==> src/rtl/simple_stream_pkg.sv <==
// rtl/simple_stream_pkg.sv - shared widths and count-width helper for the simple stream blocks
package simple_stream_pkg;

  localparam int DefaultDataWidth = 64;
  localparam int DefaultElemWidth = 8;

  // Element-count width: must be able to hold the value num_elems itself.
  function automatic int cnt_width(input int num_elems);
    return $clog2(num_elems + 1);
  endfunction

endpackage

==> src/rtl/simple_packer_if.sv <==
// rtl/simple_packer_if.sv - element-in / word-out handshake bundle of simple_packer
interface simple_packer_if
  import simple_stream_pkg::*;
#(
  parameter int DataWidth = DefaultDataWidth,
  parameter int ElemWidth = DefaultElemWidth
) ();

  localparam int NumElems = DataWidth / ElemWidth;
  localparam int CntWidth = cnt_width(NumElems);

  logic [ElemWidth-1:0] data_i;
  logic                 data_valid_i;
  logic                 data_last_i;
  logic                 data_ready_o;
  logic [DataWidth-1:0] data_o;
  logic [CntWidth-1:0]  data_cnt_o;
  logic                 data_valid_o;
  logic                 data_ready_i;

  modport slave (
    input  data_i, data_valid_i, data_last_i, data_ready_i,
    output data_ready_o, data_o, data_cnt_o, data_valid_o
  );

  modport master (
    output data_i, data_valid_i, data_last_i, data_ready_i,
    input  data_ready_o, data_o, data_cnt_o, data_valid_o
  );

endinterface

==> src/rtl/simple_stream_reg.sv <==
// rtl/simple_stream_reg.sv - single-entry valid/ready output register carrying data plus count
module simple_stream_reg #(
  parameter int DataWidth = 64,
  parameter int CntWidth  = 4
) (
  input  logic                 clk_i,
  input  logic                 rst_ni,
  input  logic                 load_i,
  input  logic [DataWidth-1:0] data_i,
  input  logic [CntWidth-1:0]  cnt_i,
  input  logic                 ready_i,
  output logic [DataWidth-1:0] data_o,
  output logic [CntWidth-1:0]  cnt_o,
  output logic                 valid_o,
  output logic                 free_o
);

  logic [DataWidth-1:0] data_q, data_d;
  logic [CntWidth-1:0]  cnt_q, cnt_d;
  logic                 valid_q, valid_d;

  assign free_o  = !valid_q || ready_i;
  assign data_o  = data_q;
  assign cnt_o   = cnt_q;
  assign valid_o = valid_q;

  // load_i is only raised while free_o is high, so a load may replace a word being taken.
  always_comb begin
    data_d  = data_q;
    cnt_d   = cnt_q;
    valid_d = valid_q;
    if (load_i) begin
      data_d  = data_i;
      cnt_d   = cnt_i;
      valid_d = 1'b1;
    end else if (valid_q && ready_i) begin
      data_d  = '0;
      cnt_d   = '0;
      valid_d = 1'b0;
    end
  end

  always_ff @(posedge clk_i or negedge rst_ni) begin
    if (!rst_ni) begin
      data_q  <= '0;
      cnt_q   <= '0;
      valid_q <= 1'b0;
    end else begin
      data_q  <= data_d;
      cnt_q   <= cnt_d;
      valid_q <= valid_d;
    end
  end

endmodule

==> src/rtl/simple_packer.sv <==
// rtl/simple_packer.sv - packs narrow elements little-endian into wide words with early close on last
module simple_packer
  import simple_stream_pkg::*;
#(
  parameter int DataWidth = DefaultDataWidth,
  parameter int ElemWidth = DefaultElemWidth
) (
  input logic             clk_i,
  input logic             rst_ni,
  simple_packer_if.slave  bus
);

  localparam int NumElems = DataWidth / ElemWidth;
  localparam int CntWidth = cnt_width(NumElems);
  localparam logic [CntWidth-1:0] LastSlot = CntWidth'(NumElems - 1);

  logic [DataWidth-1:0] acc_q, acc_d, acc_wr;
  logic [CntWidth-1:0]  cnt_q, cnt_d, cnt_inc;
  logic                 acc_full_q, acc_full_d;
  logic                 accept, completes, out_free;
  logic                 load;
  logic [DataWidth-1:0] load_data;
  logic [CntWidth-1:0]  load_cnt;

  assign bus.data_ready_o = !acc_full_q;
  assign accept    = bus.data_valid_i && !acc_full_q;
  assign completes = (cnt_q == LastSlot) || bus.data_last_i;
  assign cnt_inc   = cnt_q + CntWidth'(1);
  // Unwritten slots are already zero, so OR-ing the shifted element in is a slot write.
  assign acc_wr    = acc_q | (DataWidth'(bus.data_i) << (int'(cnt_q) * ElemWidth));

  always_comb begin
    acc_d      = acc_q;
    cnt_d      = cnt_q;
    acc_full_d = acc_full_q;
    load       = 1'b0;
    load_data  = acc_wr;
    load_cnt   = cnt_inc;
    if (acc_full_q) begin
      load_data = acc_q;
      load_cnt  = cnt_q;
      if (out_free) begin
        load       = 1'b1;
        acc_d      = '0;
        cnt_d      = '0;
        acc_full_d = 1'b0;
      end
    end else if (accept && completes) begin
      if (out_free) begin
        load  = 1'b1;
        acc_d = '0;
        cnt_d = '0;
      end else begin
        acc_d      = acc_wr;
        cnt_d      = cnt_inc;
        acc_full_d = 1'b1;
      end
    end else if (accept) begin
      acc_d = acc_wr;
      cnt_d = cnt_inc;
    end
  end

  always_ff @(posedge clk_i or negedge rst_ni) begin
    if (!rst_ni) begin
      acc_q      <= '0;
      cnt_q      <= '0;
      acc_full_q <= 1'b0;
    end else begin
      acc_q      <= acc_d;
      cnt_q      <= cnt_d;
      acc_full_q <= acc_full_d;
    end
  end

  simple_stream_reg #(
    .DataWidth (DataWidth),
    .CntWidth  (CntWidth)
  ) u_out_reg (
    .clk_i   (clk_i),
    .rst_ni  (rst_ni),
    .load_i  (load),
    .data_i  (load_data),
    .cnt_i   (load_cnt),
    .ready_i (bus.data_ready_i),
    .data_o  (bus.data_o),
    .cnt_o   (bus.data_cnt_o),
    .valid_o (bus.data_valid_o),
    .free_o  (out_free)
  );

endmodule

==> src/flat_wrapper.sv <==
// flat-port wrapper written by rule: the top's interface ports become plain ports
module simple_packer_flat import simple_stream_pkg::*;
#(
  parameter int DataWidth = DefaultDataWidth,
  parameter int ElemWidth = DefaultElemWidth
)
  (clk_i, rst_ni, bus_data_i, bus_data_valid_i, bus_data_last_i, bus_data_ready_i, bus_data_ready_o, bus_data_o, bus_data_cnt_o, bus_data_valid_o);
  simple_packer_if #(.DataWidth(DataWidth), .ElemWidth(ElemWidth)) bus_i ();
  input logic clk_i;
  input logic rst_ni;
  input wire logic [$bits(bus_i.data_i)-1:0] bus_data_i;
  input wire logic [$bits(bus_i.data_valid_i)-1:0] bus_data_valid_i;
  input wire logic [$bits(bus_i.data_last_i)-1:0] bus_data_last_i;
  input wire logic [$bits(bus_i.data_ready_i)-1:0] bus_data_ready_i;
  output wire logic [$bits(bus_i.data_ready_o)-1:0] bus_data_ready_o;
  output wire logic [$bits(bus_i.data_o)-1:0] bus_data_o;
  output wire logic [$bits(bus_i.data_cnt_o)-1:0] bus_data_cnt_o;
  output wire logic [$bits(bus_i.data_valid_o)-1:0] bus_data_valid_o;
  assign bus_i.data_i = bus_data_i;
  assign bus_i.data_valid_i = bus_data_valid_i;
  assign bus_i.data_last_i = bus_data_last_i;
  assign bus_i.data_ready_i = bus_data_ready_i;
  assign bus_data_ready_o = bus_i.data_ready_o;
  assign bus_data_o = bus_i.data_o;
  assign bus_data_cnt_o = bus_i.data_cnt_o;
  assign bus_data_valid_o = bus_i.data_valid_o;
  simple_packer #(.DataWidth(DataWidth), .ElemWidth(ElemWidth)) u_core (.clk_i(clk_i), .rst_ni(rst_ni), .bus(bus_i));
endmodule
==> config.mk <==
export PLATFORM = sky130hd
export DESIGN_NAME = simple_packer_flat
export DESIGN_NICKNAME = d
export VERILOG_FILES = /design/src/rtl/simple_stream_pkg.sv /design/src/rtl/simple_packer_if.sv /design/src/rtl/simple_stream_reg.sv /design/src/rtl/simple_packer.sv /design/src/flat_wrapper.sv
export SDC_FILE = /design/constraint.sdc
export NUM_CORES = 1
export LEC_CHECK = 0
export CORE_MARGIN = 1.5
export CORE_UTILIZATION = 45
export DETAILED_ROUTE_END_ITERATION = 16
export GPL_ROUTABILITY_DRIVEN = 0
export PLACE_DENSITY = 0.67
export REMOVE_ABC_BUFFERS = 1
export SYNTH_ARGS = -nofsm -noshare
export SYNTH_HDL_FRONTEND = slang
export SYNTH_SLANG_ARGS = --single-unit
export TNS_END_PERCENT = 20
==> constraint.sdc <==
create_clock -name clk_i -period 1.9 [get_ports clk_i]
set_input_delay 0.38 -clock clk_i [delete_from_list [all_inputs] [get_ports clk_i]]
set_output_delay 0.38 -clock clk_i [all_outputs]
set_load 0.005 [all_outputs]
==> results_dict.tcl, run 1 <==
set metrics [dict create \
    status "complete, no violations" \
    place_area_sq_um 7680 \
    drive_above_1_share 0.167 \
    ff2ff_path_depth 6 \
    overflow 0 \
    whs_ns 0.477 \
    core.rowCount 42 \
    grt_pass1_vias 5332 \
    cts_tree "built" \
    power_density_nw_per_um2 1130 \
    leakage_uw 0.00339 \
    cp-end-kind "flop" \
    ant_nets 0 \
    post-route-drc-count 0 \
    clk_latency_ns 0.41 \
    crit_family "compound AO/OA/AOI/OAI gates" \
    die_h_um 121 \
    timing.final.crit_period_ns 1.79 \
    setup_viol 0 \
    critPathBufInv 2 \
    area_growth_pct 33.6 \
    numPortBuffers 82 \
    cts_buffers 17 \
    die_x_um 121 \
    htreeDepth 4 \
    cts_buffer_depth 2 \
    slew_headroom 0.673 \
    rsz0062_at_grt "false" \
    nNetsFinal 659 \
    cts.clk_slew.worst_paths_ns 0.06 \
    yosysUniqueCellTypes 48 \
    crit_type "flop to flop" \
    seq_area_frac_synth 0.551 \
    cp_max_fo 24 \
    dp_hpwl_mm 10.6 \
    diodes 0 \
    cp_slowest_stage_delay_ns 0.38 \
    finalCritPeriodShare 0.944 \
    worstReg2RegEnd "u_core.u_out_reg.data_o[14]" \
    synth_seq_cells 138 \
    viasPerCell 6.20 \
    finish.utilization 0.625 \
    cp_slowest_cell "dfrtp_1" \
    synth_edf_count 0 \
    syn_avg_cell_area_sq_um 11.2 \
    cp.depth 6 \
    grt_antenna_before_repair 0 \
    first_pass_iters 5 \
    syn_inst 561 \
    async_reset_ff_frac 1.00 \
    path_cells "ha_2, and4b_4, o41ai_4, buf_4, buf_12, o2bb2ai_1" \
    io_pins 83 \
    drt-total-wl_mm 16.9 \
    final_max_slew_viol_count 0 \
    timing.final.hold_violations 0 \
    max_slew.worst_pin.slew_ns 0.489 \
    hp-class "input port to async pin" \
    grt_max_degree 49 \
    cts.sinks 138 \
    cap_violations 0 \
    finalWorstSetupSlack_ns 0.107 \
    synth_ff_type "dfrtp_1" \
    r2r_start "u_core.cnt_q[0]" \
    first_iter_violations 325 \
    grt_usage 0.244 \
    initial_core_util 0.468 \
    finish.instance_area_sq_um 8370 \
    core_area_sq_um 13400 \
    grt_pass1_wl_mm 28.0 \
    arrival_ns 2.12 \
    fin_worst_skew_ns 0.0105 \
    rrSetupSlack_ns 0.11 \
    syn_area_sq_um 6270 \
    place_ws_ns -0.191 \
    ir_worst_vdd_mv 0.596 \
    cp-start-kind "flop" \
    cts_root_buffer "clkbuf_16" \
    dieArea_sq_um 14600 \
    ys.warnings.count 0 \
    clock.fmax_mhz 558 \
    vias 5168 \
    cp_data_required_time_ns 2.22 \
    wl_per_cell_um 20.3 \
]
==> sequential cells by signal (all words and copies together), names as in the netlist <==
register                  count
u_core.acc_full_q             1
u_core.acc_q                 64
u_core.cnt_q                  4
u_core.u_out_reg.cnt_o        4
u_core.u_out_reg.data_o      64
u_core.u_out_reg.valid_o      1
==> metrics by stage <==
stage               cells  setup TNS (ns)  power [uW]
floorplan             482         -328.58        4510
global placement      800           -5.63        5690
detailed placement    800           -8.87        5740
CTS                   834               0        9530
global route          834               0        9870
finish                834               0        9480
==> cells in the mapped netlist (4+ instances only) <==
cell         n  area share
clkbuf_1    45       0.027
nor4_1      23       0.023
a32o_1      14       0.022
buf_2       24       0.019
o2bb2ai_1   65       0.091
nand2_1      7      0.0042
dfrtp_1    138        0.55
o32ai_1      4      0.0056
o21a_1      23       0.028
buf_4        7      0.0084
o2111ai_1   23       0.032
nor2_1       4      0.0024
a31oi_1     65       0.065
inv_1       29       0.017
nor2b_1      4      0.0040
o21ai_0      4      0.0032
nand3b_1    12       0.014
a21oi_1     25       0.020
nand3_1      6      0.0048
==> power by group <==
part | switching (uW) | total, uW | internal [uW]
combinational | 1160 | 2190 | 1040
clock | 1290 | 3760 | 2470
sequential | 225 | 3530 | 3310
total | 2680 | 9480 | 6810
==> cell usage in the layout, fill, tap and decap left out, drive strengths merged, types with 4 or more instances in the layout <==
master         synthesis  layout
o2bb2ai               65      65
o21a                  23      23
a31oi                 65      65
o2111ai               23      23
clkbuf                45      17
nand3                  6       6
bufinv                 0       6
a21oi                 25      25
buf                   34      62
inv                   30      32
nand3b                12      12
nand2                  7       7
o32ai                  4       4
dfrtp                138     138
clkdlybuf4s50          0      81
a32o                  14      14
nor4                  23      23
nor2                   4       4
o21ai                  4       4
nor2b                  4       4
clkinv                 0       5
==> worst register-to-register path, stage by stage (launching register included) <==
cell and delay, ns:
dfrtp_1 0.38, ha_2 0.23, and4b_4 0.24, o41ai_4 0.31
buf_4 0.22, buf_12 0.17, o2bb2ai_1 0.15
==> logic make-up (layout without fill, tap and decap cells) <==
logic type      Yosys count  count (layout)  share of synthesized area
compound gates          235             235                      0.290
flops                   138             138                      0.551
buf+inv                 109             206                     0.0743
simple gates             75              75                     0.0783
xor+xnor                  2               2                    0.00280
fa+ha+maj                 1               1                    0.00200
mux                       1               1                    0.00160
==> how the worst max path moves through the flow <==
stage / from / end
final: u_core.cnt_q[0] / u_core.u_out_reg.data_o[14]
after global routing: u_core.u_out_reg.valid_o / bus_data_valid_o
after CTS: u_core.cnt_q[0] / u_core.u_out_reg.data_o[38]
after detailed placement: bus_data_ready_i / u_core.acc_q[6]
after global placement: bus_data_ready_i / u_core.acc_q[6]
after floorplan: u_core.cnt_q[0] / u_core.u_out_reg.cnt_o[1]
==> cell type report <==
| cell class | instances | area, sq um |
|---|---|---|
| Clock buffer | 17 | 425 |
| Clock inverter | 15 | 245 |
| Fill cell | 1052 | 5030 |
| Inverter | 30 | 113 |
| Multi-Input combinational cell | 314 | 2390 |
| Sequential cell | 138 | 3450 |
| Tap cell | 176 | 220 |
| Timing Repair Buffer | 144 | 1530 |
==> per-layer routing <==
metal | up-vias | share of wire | track usage
met1 | 2633 | 0.46 | 0.342
met2 | 184 | 0.48 | 0.386
met3 | 18 | 0.052 | 0.0526
met5 | - | 0 | 0
met4 | 0 | 0.011 | 0.0662
li1 | 2333 | - | -
==> what timing repair did <==
item,CTS,global route
setup endpoints to repair,1,43
hold buffers,1,0
gates resized for setup,1,1
hold endpoints to repair,44,0
setup buffers,1,0
pin swaps,0,0
Note: power is estimated with default switching activity, not from simulation.
==> run 2, diff against run 1 <==
Settings changed: CTS_BUF_LIST from default to sky130_fd_sc_hd__clkbuf_8 sky130_fd_sc_hd__clkbuf_16.
Clock period 1.9 ns to 1.65 ns, I/O delays scaled along.
==> run 2 against run 1 <==
The run now ends with negative setup slack left. Non-clock buffer count is 20 higher. Die area stayed put. Cell area is 4.0% higher. Via count is 2.0% higher. Maximum frequency is 0.19% higher. First-iteration DRC count is 25% higher. Clock skew is 0.0033 ns higher. Count of clock-buffer cells in the layout is 1 higher. Sequential share of layout area is 1.5 points lower. Power is 13% higher. Critical path depth is 2 higher. Combinational power is 26% higher. Largest power group is now sequential cells.
==> results_dict.tcl, run 2 (synthesis results as in run 1) <==
set metrics [dict create \
    status "complete, but fails checks" \
    failed_checks "negative setup slack" \
    rsz0062_at_grt "true" \
    first_iter_violations 405 \
    io_pins 83 \
    slew_headroom 0.669 \
    final_common_cell "dfrtp_1" \
    cp_slowest_cell "dfrtp_1" \
    crit_type "flop to flop" \
    r2r_start "u_core.cnt_q[1]" \
    cp-start-kind "flop" \
    crit_family "buffers and inverters" \
    diodes 0 \
    internal_power_uw 7590 \
    fillCellCount 1041 \
    wl_per_cell_um 20.7 \
    finalSetupTns_ns -3.81 \
    grt_antenna_before_repair 0 \
    final_max_slew_viol_count 0 \
    overflow 0 \
    timing.final.hold_violations 0 \
    vias 5272 \
    max_slew.worst_pin.slew_ns 0.496 \
    grt_usage 0.250 \
    cp_data_required_time_ns 2.00 \
    p_sw_frac 0.294 \
    layout_common_cells "dfrtp_1 (135), clkdlybuf4s50_1 (67), a31oi_1 (64)" \
    cts.clk_slew.worst_paths_ns 0.06 \
    finish.utilization 0.650 \
    p_switching_uw 3160 \
    post-route-drc-count 0 \
    finalCritPeriodShare 1.08 \
    nNetsFinal 679 \
    p_comb_frac 0.258 \
    power_density_nw_per_um2 1240 \
    numPortBuffers 82 \
    cap_violations 0 \
    cts.sinks 138 \
    path_cells "ha_4, and4b_4, o31ai_4, buf_6, buf_12, buf_12, buf_6, o21a_1" \
    cp_slowest_stage_delay_ns 0.40 \
    drt-total-wl_mm 17.7 \
    ant_nets 0 \
    grt_max_degree 50 \
    cts_root_buffer "clkbuf_16" \
    die_x_um 121 \
    cp_max_fo 8 \
    drive_above_1_share 0.207 \
    hp-class "input port to async pin" \
    leakage_uw 0.00370 \
    setup_viol 102 \
    first_pass_iters 5 \
    finalWorstSetupSlack_ns -0.139 \
    power_uw 10800 \
    clock.fmax_mhz 559 \
    core_area_sq_um 13400 \
    clk_latency_ns 0.42 \
    cts_buffer_depth 2 \
    grt_pass1_vias 5379 \
    ir_worst_vdd_mv 0.711 \
    dieArea_sq_um 14600 \
    dp_cells 807 \
    htreeDepth 4 \
    core.rowCount 42 \
    cp-end-kind "flop" \
    startpoint "u_core.cnt_q[1]" \
    finish.instance_area_sq_um 8700 \
    area_growth_pct 38.9 \
    grt_pass1_wl_mm 28.3 \
    critPathBufInv 4 \
    cts_tree "built" \
    clkPwrFrac 0.363 \
    cts_buffers 17 \
    arrival_ns 2.14 \
    seqPwrFrac 0.379 \
    place_area_sq_um 7780 \
    fin_worst_skew_ns 0.0137 \
    die_h_um 121 \
    dp_hpwl_mm 10.4 \
    instances_no_fill 853 \
    viasPerCell 6.18 \
    initial_core_util 0.468 \
    timing.final.crit_period_ns 1.79 \
]
==> run 2: final timing paths <==
check	to	slack (ns)	depth (start not counted)
min in group clk_i	u_core.u_out_reg.data_o[15]	0.49	1
min reg2reg	u_core.u_out_reg.data_o[15]	0.49	1
max reg2reg	u_core.acc_q[13]	-0.14	8
max	u_core.acc_q[13]	-0.14	8
min	u_core.u_out_reg.data_o[9]	0.43	2
max in group asynchronous	u_core.acc_q[61]	0.63	3
==> run 2: area by class of cell <==
cell class | count | area (sq um) | share of cell area
clock inverter | 13 | 168 | 0.0193
clock buffer | 18 | 439 | 0.0505
tap | 176 | 220 | 0.0253
multi-input combinational | 314 | 2450 | 0.281
sequential | 138 | 3460 | 0.397
timing repair buffer | 164 | 1860 | 0.213
inverter | 30 | 113 | 0.0129
==> run 2: routing by layer <==
layer	routed length [um]	track usage
met5	0	0
met4	371	0.0779
met3	1090	0.0428
met2	8450	0.402
met1	7790	0.348
==> run 2: power by group through the flow <==
| stage | sequential (uW) | combinational (uW) | clock (uW) |
|---|---|---|---|
| after global routing | 4120 | 2990 | 4100 |
| after detailed placement | 4110 | 2550 | 0 |
| after floorplan | 4140 | 1050 | 0 |
| after global placement | 4100 | 2510 | 0 |
| final | 4070 | 2770 | 3900 |
| after CTS | 4060 | 2710 | 3950 |
==> run 2: repair_timing <==
action | 4_1_cts | 5_1_grt
hold buffers | 1 | 0
setup endpoints to repair | 100 | 138
pin swaps | 16 | 33
cloned | 2 | 0
setup buffers | 10 | 2
gates resized for setup | 26 | 24
hold endpoints to repair | 43 | 0
==> run 2: through the flow <==
stage / hold slack (ns) / worst slack (ns)
finish: 0.432 / -0.139
global route: 0.471 / -0.191
CTS: 0.437 / -0.123
detailed placement: 0.307 / -0.492
global placement: 0.306 / -0.423
floorplan: 0.0344 / -3.18
